`src/rtl/lockin_fp_mac_sequencer_pkg.sv`:
```
// Shared types for the lock-in MAC sequencer: ALU opcodes, FSM states and
// float32 constants and helpers.
package lockin_fp_mac_sequencer_pkg;

    typedef enum logic [1:0] {
        FADD = 2'd0,
        FMUL = 2'd1
    } alu_instruction_t;

    typedef enum logic [2:0] {
        IDLE    = 3'd0,
        MUL_I   = 3'd1,
        ADD_I   = 3'd2,
        MUL_Q   = 3'd3,
        ADD_Q   = 3'd4,
        SCALE_I = 3'd5,
        SCALE_Q = 3'd6,
        OUT     = 3'd7
    } mac_state_t;

    localparam logic [31:0] FP_ZERO = 32'h0000_0000;
    localparam logic [31:0] FP_ONE  = 32'h3F80_0000;

    // Any float with a zero exponent field (zero or subnormal) counts as zero.
    function automatic logic fp_is_zero(input logic [31:0] f);
        return f[30:23] == 8'h00;
    endfunction

endpackage

```
`src/rtl/lockin_fp_mac_sequencer_if.sv`:
```
// Bundle of the sample input, ALU operand/result and I/Q output channels
// seen by the lock-in MAC sequencer.
interface lockin_fp_mac_sequencer_if;
    import lockin_fp_mac_sequencer_pkg::*;

    // Both streams use valid/ready: a transfer happens on a clock edge where
    // valid and ready are both high; the payload must be held stable while
    // valid is high and ready is low, and valid never waits on ready.
    logic             sample_valid;
    logic             sample_ready;
    logic [31:0]      sample_data;
    logic [31:0]      ref_cos;
    logic [31:0]      ref_sin;

    logic [31:0]      alu_op1;
    logic [31:0]      alu_op2;
    alu_instruction_t alu_instruction;
    logic [31:0]      alu_result;

    logic             out_valid;
    logic             out_ready;
    logic [31:0]      out_i;
    logic [31:0]      out_q;

    modport master (
        input  sample_valid, sample_data, ref_cos, ref_sin, alu_result, out_ready,
        output sample_ready, alu_op1, alu_op2, alu_instruction, out_valid, out_i, out_q
    );

    modport slave (
        output sample_valid, sample_data, ref_cos, ref_sin, alu_result, out_ready,
        input  sample_ready, alu_op1, alu_op2, alu_instruction, out_valid, out_i, out_q
    );

endinterface

```
`src/rtl/lockin_fp_mac_sequencer.sv`:
```
// Lock-in I/Q accumulator that sequences one float op per cycle through an
// external combinational ALU: I = SCALE*sum(s*cos), Q = SCALE*sum(s*sin).
module lockin_fp_mac_sequencer
    import lockin_fp_mac_sequencer_pkg::*;
#(
    parameter int unsigned N_SAMPLES = 1024,
    parameter logic [31:0] SCALE     = 32'h3A80_0000
) (
    input  logic                      clk,
    input  logic                      rst_n,
    lockin_fp_mac_sequencer_if.master bus,
    output mac_state_t                dbg_state
);

    localparam int unsigned     CNT_W = $clog2(N_SAMPLES + 1);
    localparam logic [CNT_W-1:0] LAST = CNT_W'(N_SAMPLES - 1);

    mac_state_t       state;
    logic [CNT_W-1:0] count;
    logic [31:0]      s_q, cos_q, sin_q;
    logic [31:0]      prod, acc_i, acc_q;
    logic             prod_zero, acc_i_zero, acc_q_zero;
    logic             sample_ready, out_valid;
    logic [31:0]      out_i, out_q;
    logic [31:0]      op1, op2;
    alu_instruction_t instr;

    // A skipped multiply (no FMUL issued) or an underflowed product is zero.
    logic        mul_zero;
    logic [31:0] mul_val;
    logic        res_zero;
    logic [31:0] res_val;

    assign mul_zero = (instr != FMUL) || fp_is_zero(bus.alu_result);
    assign mul_val  = mul_zero ? FP_ZERO : bus.alu_result;
    assign res_zero = fp_is_zero(bus.alu_result);
    assign res_val  = res_zero ? FP_ZERO : bus.alu_result;

    // Operands are registered one edge ahead so they are valid for the whole
    // cycle of the state that consumes the ALU result.
    always_ff @(posedge clk) begin
        if (!rst_n) begin
            state        <= IDLE;
            count        <= '0;
            s_q          <= FP_ZERO;
            cos_q        <= FP_ZERO;
            sin_q        <= FP_ZERO;
            prod         <= FP_ZERO;
            prod_zero    <= 1'b1;
            acc_i        <= FP_ZERO;
            acc_q        <= FP_ZERO;
            acc_i_zero   <= 1'b1;
            acc_q_zero   <= 1'b1;
            sample_ready <= 1'b0;
            out_valid    <= 1'b0;
            out_i        <= FP_ZERO;
            out_q        <= FP_ZERO;
            op1          <= FP_ZERO;
            op2          <= FP_ZERO;
            instr        <= FADD;
        end else begin
            op1          <= FP_ZERO;
            op2          <= FP_ZERO;
            instr        <= FADD;
            sample_ready <= 1'b0;
            case (state)
                IDLE: begin
                    sample_ready <= 1'b1;
                    if (bus.sample_valid && sample_ready) begin
                        s_q          <= bus.sample_data;
                        cos_q        <= bus.ref_cos;
                        sin_q        <= bus.ref_sin;
                        sample_ready <= 1'b0;
                        state        <= MUL_I;
                        if (!fp_is_zero(bus.sample_data) && !fp_is_zero(bus.ref_cos)) begin
                            op1   <= bus.sample_data;
                            op2   <= bus.ref_cos;
                            instr <= FMUL;
                        end
                    end
                end
                MUL_I: begin
                    prod      <= mul_val;
                    prod_zero <= mul_zero;
                    state     <= ADD_I;
                    if (!mul_zero && !acc_i_zero) begin
                        op1   <= acc_i;
                        op2   <= mul_val;
                        instr <= FADD;
                    end
                end
                ADD_I: begin
                    if (!prod_zero) begin
                        acc_i      <= acc_i_zero ? prod : res_val;
                        acc_i_zero <= acc_i_zero ? 1'b0 : res_zero;
                    end
                    state <= MUL_Q;
                    if (!fp_is_zero(s_q) && !fp_is_zero(sin_q)) begin
                        op1   <= s_q;
                        op2   <= sin_q;
                        instr <= FMUL;
                    end
                end
                MUL_Q: begin
                    prod      <= mul_val;
                    prod_zero <= mul_zero;
                    state     <= ADD_Q;
                    if (!mul_zero && !acc_q_zero) begin
                        op1   <= acc_q;
                        op2   <= mul_val;
                        instr <= FADD;
                    end
                end
                ADD_Q: begin
                    if (!prod_zero) begin
                        acc_q      <= acc_q_zero ? prod : res_val;
                        acc_q_zero <= acc_q_zero ? 1'b0 : res_zero;
                    end
                    count <= count + 1'b1;
                    if (count == LAST) begin
                        state <= SCALE_I;
                        if (!acc_i_zero) begin
                            op1   <= acc_i;
                            op2   <= SCALE;
                            instr <= FMUL;
                        end
                    end else begin
                        state        <= IDLE;
                        sample_ready <= 1'b1;
                    end
                end
                SCALE_I: begin
                    out_i <= acc_i_zero ? FP_ZERO : bus.alu_result;
                    state <= SCALE_Q;
                    if (!acc_q_zero) begin
                        op1   <= acc_q;
                        op2   <= SCALE;
                        instr <= FMUL;
                    end
                end
                SCALE_Q: begin
                    out_q     <= acc_q_zero ? FP_ZERO : bus.alu_result;
                    out_valid <= 1'b1;
                    state     <= OUT;
                end
                OUT: begin
                    if (bus.out_ready) begin
                        out_valid    <= 1'b0;
                        acc_i        <= FP_ZERO;
                        acc_q        <= FP_ZERO;
                        acc_i_zero   <= 1'b1;
                        acc_q_zero   <= 1'b1;
                        count        <= '0;
                        sample_ready <= 1'b1;
                        state        <= IDLE;
                    end
                end
                default: state <= IDLE;
            endcase
        end
    end

    assign bus.sample_ready    = sample_ready;
    assign bus.alu_op1         = op1;
    assign bus.alu_op2         = op2;
    assign bus.alu_instruction = instr;
    assign bus.out_valid       = out_valid;
    assign bus.out_i           = out_i;
    assign bus.out_q           = out_q;
    assign dbg_state           = state;

endmodule

```
`src/flat_wrapper.sv`:
```
// flat-port wrapper written by rule: the top's interface ports become plain ports
module lockin_fp_mac_sequencer_flat import lockin_fp_mac_sequencer_pkg::*;
#(
    parameter int unsigned N_SAMPLES = 1024,
    parameter logic [31:0] SCALE     = 32'h3A80_0000
)
  (clk, rst_n, dbg_state, bus_sample_valid, bus_sample_data, bus_ref_cos, bus_ref_sin, bus_alu_result, bus_out_ready, bus_sample_ready, bus_alu_op1, bus_alu_op2, bus_alu_instruction, bus_out_valid, bus_out_i, bus_out_q);
  lockin_fp_mac_sequencer_if bus_i ();
  input  logic clk;
  input  logic rst_n;
  output mac_state_t dbg_state;
  input wire logic [$bits(bus_i.sample_valid)-1:0] bus_sample_valid;
  input wire logic [$bits(bus_i.sample_data)-1:0] bus_sample_data;
  input wire logic [$bits(bus_i.ref_cos)-1:0] bus_ref_cos;
  input wire logic [$bits(bus_i.ref_sin)-1:0] bus_ref_sin;
  input wire logic [$bits(bus_i.alu_result)-1:0] bus_alu_result;
  input wire logic [$bits(bus_i.out_ready)-1:0] bus_out_ready;
  output wire logic [$bits(bus_i.sample_ready)-1:0] bus_sample_ready;
  output wire logic [$bits(bus_i.alu_op1)-1:0] bus_alu_op1;
  output wire logic [$bits(bus_i.alu_op2)-1:0] bus_alu_op2;
  output wire logic [$bits(bus_i.alu_instruction)-1:0] bus_alu_instruction;
  output wire logic [$bits(bus_i.out_valid)-1:0] bus_out_valid;
  output wire logic [$bits(bus_i.out_i)-1:0] bus_out_i;
  output wire logic [$bits(bus_i.out_q)-1:0] bus_out_q;
  assign bus_i.sample_valid = bus_sample_valid;
  assign bus_i.sample_data = bus_sample_data;
  assign bus_i.ref_cos = bus_ref_cos;
  assign bus_i.ref_sin = bus_ref_sin;
  assign bus_i.alu_result = bus_alu_result;
  assign bus_i.out_ready = bus_out_ready;
  assign bus_sample_ready = bus_i.sample_ready;
  assign bus_alu_op1 = bus_i.alu_op1;
  assign bus_alu_op2 = bus_i.alu_op2;
  assign bus_alu_instruction = bus_i.alu_instruction;
  assign bus_out_valid = bus_i.out_valid;
  assign bus_out_i = bus_i.out_i;
  assign bus_out_q = bus_i.out_q;
  lockin_fp_mac_sequencer #(.N_SAMPLES(N_SAMPLES), .SCALE(SCALE)) u_core (.clk(clk), .rst_n(rst_n), .bus(bus_i), .dbg_state(dbg_state));
endmodule
```
`config.mk`:
```
export PLATFORM = sky130hd
export DESIGN_NAME = lockin_fp_mac_sequencer_flat
export DESIGN_NICKNAME = d
export VERILOG_FILES = /design/src/rtl/lockin_fp_mac_sequencer_pkg.sv /design/src/rtl/lockin_fp_mac_sequencer_if.sv /design/src/rtl/lockin_fp_mac_sequencer.sv /design/src/flat_wrapper.sv
export SDC_FILE = /design/constraint.sdc
export NUM_CORES = 1
export LEC_CHECK = 0
export ABC_CLOCK_PERIOD_IN_PS = 2600
export BUFFER_PORTS_ARGS = -buffer_cell sky130_fd_sc_hd__buf_2
export CAP_MARGIN = 20
export CORE_MARGIN = 2
export CORE_UTILIZATION = 50
export CTS_BUF_LIST = sky130_fd_sc_hd__clkbuf_4 sky130_fd_sc_hd__clkbuf_8
export DETAILED_ROUTE_END_ITERATION = 6
export GPL_ROUTABILITY_DRIVEN = 0
export GPL_TIMING_DRIVEN = 0
export HOLD_SLACK_MARGIN = 0.03
export PLACE_DENSITY = 0.74
export SLEW_MARGIN = 25
export SYNTH_ARGS = -nofsm -noshare
export SYNTH_HDL_FRONTEND = slang
export SYNTH_SLANG_ARGS = --single-unit
export TNS_END_PERCENT = 1
```
`constraint.sdc`:
```
create_clock -name clk -period 2.6 [get_ports clk]
set_clock_uncertainty 0.05 [all_clocks]
set_input_delay 0.13 -clock clk [delete_from_list [all_inputs] [get_ports clk]]
set_output_delay 0.13 -clock clk [all_outputs]
set_load 0.005 [all_outputs]
```
# == After elaboration in Yosys (flattened, before gate mapping) ==
# Cells that the tools add are included.
# totals
wordCells,115
input_bits,132
ff_bits,309
out_inout_bits,135
# op_classes
add_sub_neg,1
mux,55
n_reduce_logical,29
eq_ne,13
# op_table
cell,count
$mux 32,23
$pmux 32 s6,2
$pmux 32 s2,2
$mux 30,2
$logic_not 8->1,5
$pmux 3 s8,1
$pmux 11 s2,1
$mux 1,13
$eq 3x3->1 const B,4
$add 11x1->11 const B,1
$eq 11x10->1 const B,1
$mux 11,1
$mux 3,3
$pmux 2 s4,1
$reduce_and 2->1,4
$logic_not 1->1,7
$eq 3x2->1 const B,2
$ne 2x2->1 const B,3
$pmux 1 s2,3
$reduce_and 3->1,2
$reduce_bool 2->1,3
$logic_and 1x1->1,5
$mux 2,2
$ne 2x1->1 const B,2
5 further kinds,5

# == Depth between registers and ports, before layout ==
# depth
depth_word,6
ltp_mapped,11
mapped_depth_nobuf,7

# == Least setup slack after synthesis ==
# OpenSTA, ideal clock, no wires.
# synth_timing
path_type,reg2reg
from,register u_core.state[0] (netlist: u_core.dbg_state[0])
to,register u_core.op1[26] (netlist: u_core.bus.alu_op1[26])
slack_ns,0.395
path_stages_with_launch,11
synth_period_minus_slack_ns,2.205
n_path_buf,3
setup_ns,0.122
arrival_ns,2.033
cell_sequence,dfxtp_1 > inv_1 > ha_1 > nor2b_2 > nor2b_1 > buf_2 > and3_1 > buf_2 > buf_6 > a32o_1 > a221o_1
# synth_between
elab_chain_cells,2
# synth_rtl
item,line,text
"start, declared",lockin_fp_mac_sequencer.sv:18,mac_state_t state;
"start signal, assigned",lockin_fp_mac_sequencer.sv:43,state <= IDLE;
"start signal, assigned",lockin_fp_mac_sequencer.sv:74,state <= MUL_I;
"start signal, assigned",lockin_fp_mac_sequencer.sv:85,state <= ADD_I;
$eq 3x3->1 (tied with other cells),lockin_fp_mac_sequencer.sv:66,case (state)
$pmux 32 s6 *,lockin_fp_mac_sequencer.sv:66,
"end signal, assigned",lockin_fp_mac_sequencer.sv:76,op1 <= bus.sample_data;
"end signal, assigned",lockin_fp_mac_sequencer.sv:87,op1 <= acc_i;
"end signal, assigned",lockin_fp_mac_sequencer.sv:99,op1 <= s_q;
"end, declared",lockin_fp_mac_sequencer.sv:25,"logic [31:0] op1, op2;"
# Mark *: on every way between the ends. The rest lies on a longest branch, timed or not.
# A chain may end at the register's enable or synchronous reset.

# == Worst setup path in the final report ==
# layout_timing
from,register u_core.state[0] (netlist: u_core.dbg_state[0])
to,register u_core.op2[14] (netlist: u_core.bus.alu_op2[14])
# layout_between
elab_chain_cells,2
# layout_rtl
item,line,text
$eq 3x3->1 (tied with other cells),lockin_fp_mac_sequencer.sv:66,
$pmux 32 s6 *,lockin_fp_mac_sequencer.sv:66,
"end signal, assigned",lockin_fp_mac_sequencer.sv:77,op2 <= bus.ref_cos;
"end signal, assigned",lockin_fp_mac_sequencer.sv:88,op2 <= mul_val;
"end signal, assigned",lockin_fp_mac_sequencer.sv:100,op2 <= sin_q;
"end, declared",lockin_fp_mac_sequencer.sv:25,
# Marked as above.

==> metrics.csv <==
stage;metric;value;unit
global_route;grt_pass1_wl;66.30;mm
min_path;holdPathStages;3;
placement;portBuffers;264;
min_path;worst_hold_startpoint;rst_n;
layout;synthToLayoutAreaGrowth;33.71;%
layout;design_area;16600;um^2
route;drt_iter0_drc;1261;
min_path;min_to;u_core.bus.alu_op1[27];
sta;setup_violations;0;
global_route;grt_max_degree;14;
route;drt-met1-wl;18.16;mm
synth;synth-async-reset-ratio;0;%
synth;yosysTopAreaCellShare;49.65;%
setup_path;critPathKind;register to register;
synth;synth-simple-area-share;21.48;%
synth;synth_area;12420;um^2
synth;synth_commonest_cells;dfxtp_1 (308), nand2_1 (277), a21oi_1 (224), nor2_1 (95), clkbuf_1 (85);
min_path;hold_path.class;input pin to register;
setup_path;end_kind;register;
floorplan;start_util;51.06;%
route;route.met2.wl;19.62;mm
run;maxCapViolCount;0;
global_route;grt_pass1_vias;12354;
placement;dpl_cell_area;14140;um^2
clocking;cts_buffers;50;
sta;setup_tns;0;ns
sta;rsz0062_at_grt;true;
global_route;grt_overflow;0;
synth;synthFlopType;dfxtp_1;
synth;synth_edf_count;0;
setup_path;crit_required;3.03;ns
floorplan;rows;57;
floorplan;die_x;161.6;um
synth;synth_mux_area_share;0.8161;%
synth;synth_most_common_cell;dfxtp_1;
floorplan;core;24320;um^2
sta;timing.slew.headroom;37.78;%
power;peakVddDrop;0.0005129;V
power;leakagePower;0.006653;uW
route;wl;43.37;mm
sta;finalMaxSlewViolations;0;
clocking;cts_sinks;308;
route;wl_per_cell;18.95;um
global_route;grt_util_all_layers;31.93;%
global_route;antenna_found_initial;0;
layout;drive_above_1_share;20.97;%
clocking;cts_max_path_buffers;3;
clocking;cts_tree;done;
route;via_per_inst;5.685;
route;vias;13014;
route;ant_nets;0;
setup_path;crit_path_max_fanout;10;
floorplan;die-area;26110;um^2
sta;hold_slack;0.08683;ns
synth;ys_seq_area_share;49.65;%
synth;synth_compound_area_share;22.33;%
floorplan;dieHeight;161.6;um
route;routed.top_layer;met4;
clocking;clock_latency;0.58;ns
setup_path;r2r_cells;11;
synth;synthAdderAreaFrac;0.5038;%
setup_path;ff2ff_setup_slack;0.03;ns
route;route.detailed.drc;0;
floorplan;ios;267;
setup_path;rr_startpoint;u_core.dbg_state[0];
layout;fin_nets;2068;
sta;tightest_slew;0.9333;ns
placement;hpwl;30.80;mm
synth;yosys.area.top_type;dfxtp_1;
setup_path;start_kind;register;
setup_path;r2r-end;u_core.bus.alu_op2[14];
synth;ys_ff_latch;308;
clocking;cts.clk_slew.worst_paths;0.06;ns
synth;yosysWarningCount;0;
synth;synth_top_family_by_area;compound AO/OA/AOI/OAI gates;
sta;hold_violations;0;
route;route.met3.wl;4.122;mm
synth;ys_top_cells_by_area;dfxtp_1 (50%), a21oi_1 (9.0%), nand2_1 (8.4%), a22o_1 (3.4%), a22oi_1 (2.9%);
synth;yosysUniqueCellTypes;52;
clocking;h-tree-depth;2;
sta;period_minus_slack;2.566;ns
setup_path;critPathArrivalTime;3.00;ns
clocking;cts_root_buf;clkbuf_8;
outcome;status;completed;
power;power_density;713.7;nW/um^2
route;firstDrtPassIters;7;
synth;postSynthCellCount;1483;
sta;fmax;389.7;MHz
synth;syn_area_per_cell;8.374;um^2
synth;synth_xor_xnor_area_share;0.4232;%
synth;syn_nets;1620;
layout;fill_cells;1990;
sta;finalCritPeriodShare;98.70;%
layout;n_antenna_cell;0;
## what timing repair did
item / CTS / global route
hold buffers: 131 / 0
hold endpoints to repair: 233 / 0
resized for setup: 1 / 19
setup endpoints to repair: 22 / 171
setup buffers: 0 / 1
## layer usage
layer / track usage (%) / up-vias
met1: 41.20 / 6027
met5: 0 / -
met4: 12.87 / 0
met2: 51.63 / 711
met3: 7.627 / 108
li1: - / 6168
## report_power, final
group / leakage [uW] / switching, uW / internal [uW] / total, uW
clock: 0.000586 / 1890 / 2670 / 4560
sequential: 0.00249 / 155 / 4980 / 5140
combinational: 0.00358 / 1410 / 751 / 2160
total: 0.00665 / 3450 / 8410 / 11900
## through the flow
step                total power, uW  worst slack (ns)  cells  util (%)
floorplan                      6348            0.3949   1483         -
global placement               7060           -0.1004   2071     58.16
detailed placement             7101          -0.09950   2071     58.16
CTS                           11770          0.002365   2288     68.12
global route                  12270          -0.07176   2289     68.28
finish                        11850           0.03379   2289     68.28
## how the worst max path moves through the flow
stage                                   to                start  slack (ns)
finish              u_core.bus.alu_op2[14]  u_core.dbg_state[0]        0.03
global route        u_core.bus.alu_op2[17]  u_core.dbg_state[1]       -0.07
CTS                 u_core.bus.alu_op1[26]  u_core.dbg_state[0]       0.002
detailed placement  u_core.bus.alu_op2[14]  u_core.dbg_state[0]        -0.1
global placement    u_core.bus.alu_op2[14]  u_core.dbg_state[0]       -0.10
floorplan           u_core.bus.alu_op1[26]  u_core.dbg_state[0]        0.39
## critical path: stages (launching register included)
cell and delay (ns):
dfxtp_2 0.36, inv_1 0.11, ha_2 0.24, nor2b_2 0.24
nor2b_1 0.20, buf_2 0.22, and3_1 0.16, buf_2 0.21
buf_6 0.19, buf_4 0.20, a22oi_1 0.08, a21oi_1 0.20
## state kept, by name, indices dropped and copies added, names as in the netlist
name,cells
u_core.bus.sample_ready,1
u_core.acc_i_zero,1
u_core.bus.alu_instruction,1
u_core.bus.out_i,32
u_core.dbg_state,3
u_core.acc_q_zero,1
u_core.bus.out_valid,1
u_core.bus.alu_op1,32
u_core.count,11
u_core.acc_q,32
u_core.bus.alu_op2,32
u_core.bus.out_q,32
u_core.prod_zero,1
u_core.prod,32
u_core.s_q,32
u_core.acc_i,32
u_core.sin_q,32
## area by class of cell
| cell class | count | area (um^2) | area share (%) |
|---|---|---|---|
| buffer | 133 | 579.3 | 3.489 |
| clock buffer | 76 | 970.9 | 5.847 |
| clock inverter | 10 | 132.6 | 0.7987 |
| inverter | 7 | 26.28 | 0.1582 |
| multi-input combinational | 1035 | 5682 | 34.22 |
| sequential | 308 | 6168 | 37.15 |
| tap | 324 | 405.4 | 2.441 |
| timing repair buffer | 396 | 2640 | 15.90 |
## cell families (layout without fill, tap and decap cells)
kind of cell             count (synthesis)  in the layout
buffers and inverters                  140            622
AO/OA/AOI/OAI                          439            439
adder cells (fa/ha/maj)                  5              5
XOR/XNOR                                 6              6
multiplexers                            10             10
flip-flops                             308            308
AND/OR/NAND/NOR                        574            574
other                                    1              1
## cells in the final DEF, fill, tap and decap left out, types with 54 or more instances in the layout
master,instances
dfxtp_1,306
buf_2,291
nand2_1,277
a21oi_1,224
dlygate4sd3_1,131
nor2_1,95
clkbuf_1,81
clkbuf_8,64
nand3_1,60
o21ai_0,54
Note: power is estimated with default switching activity, not from simulation.
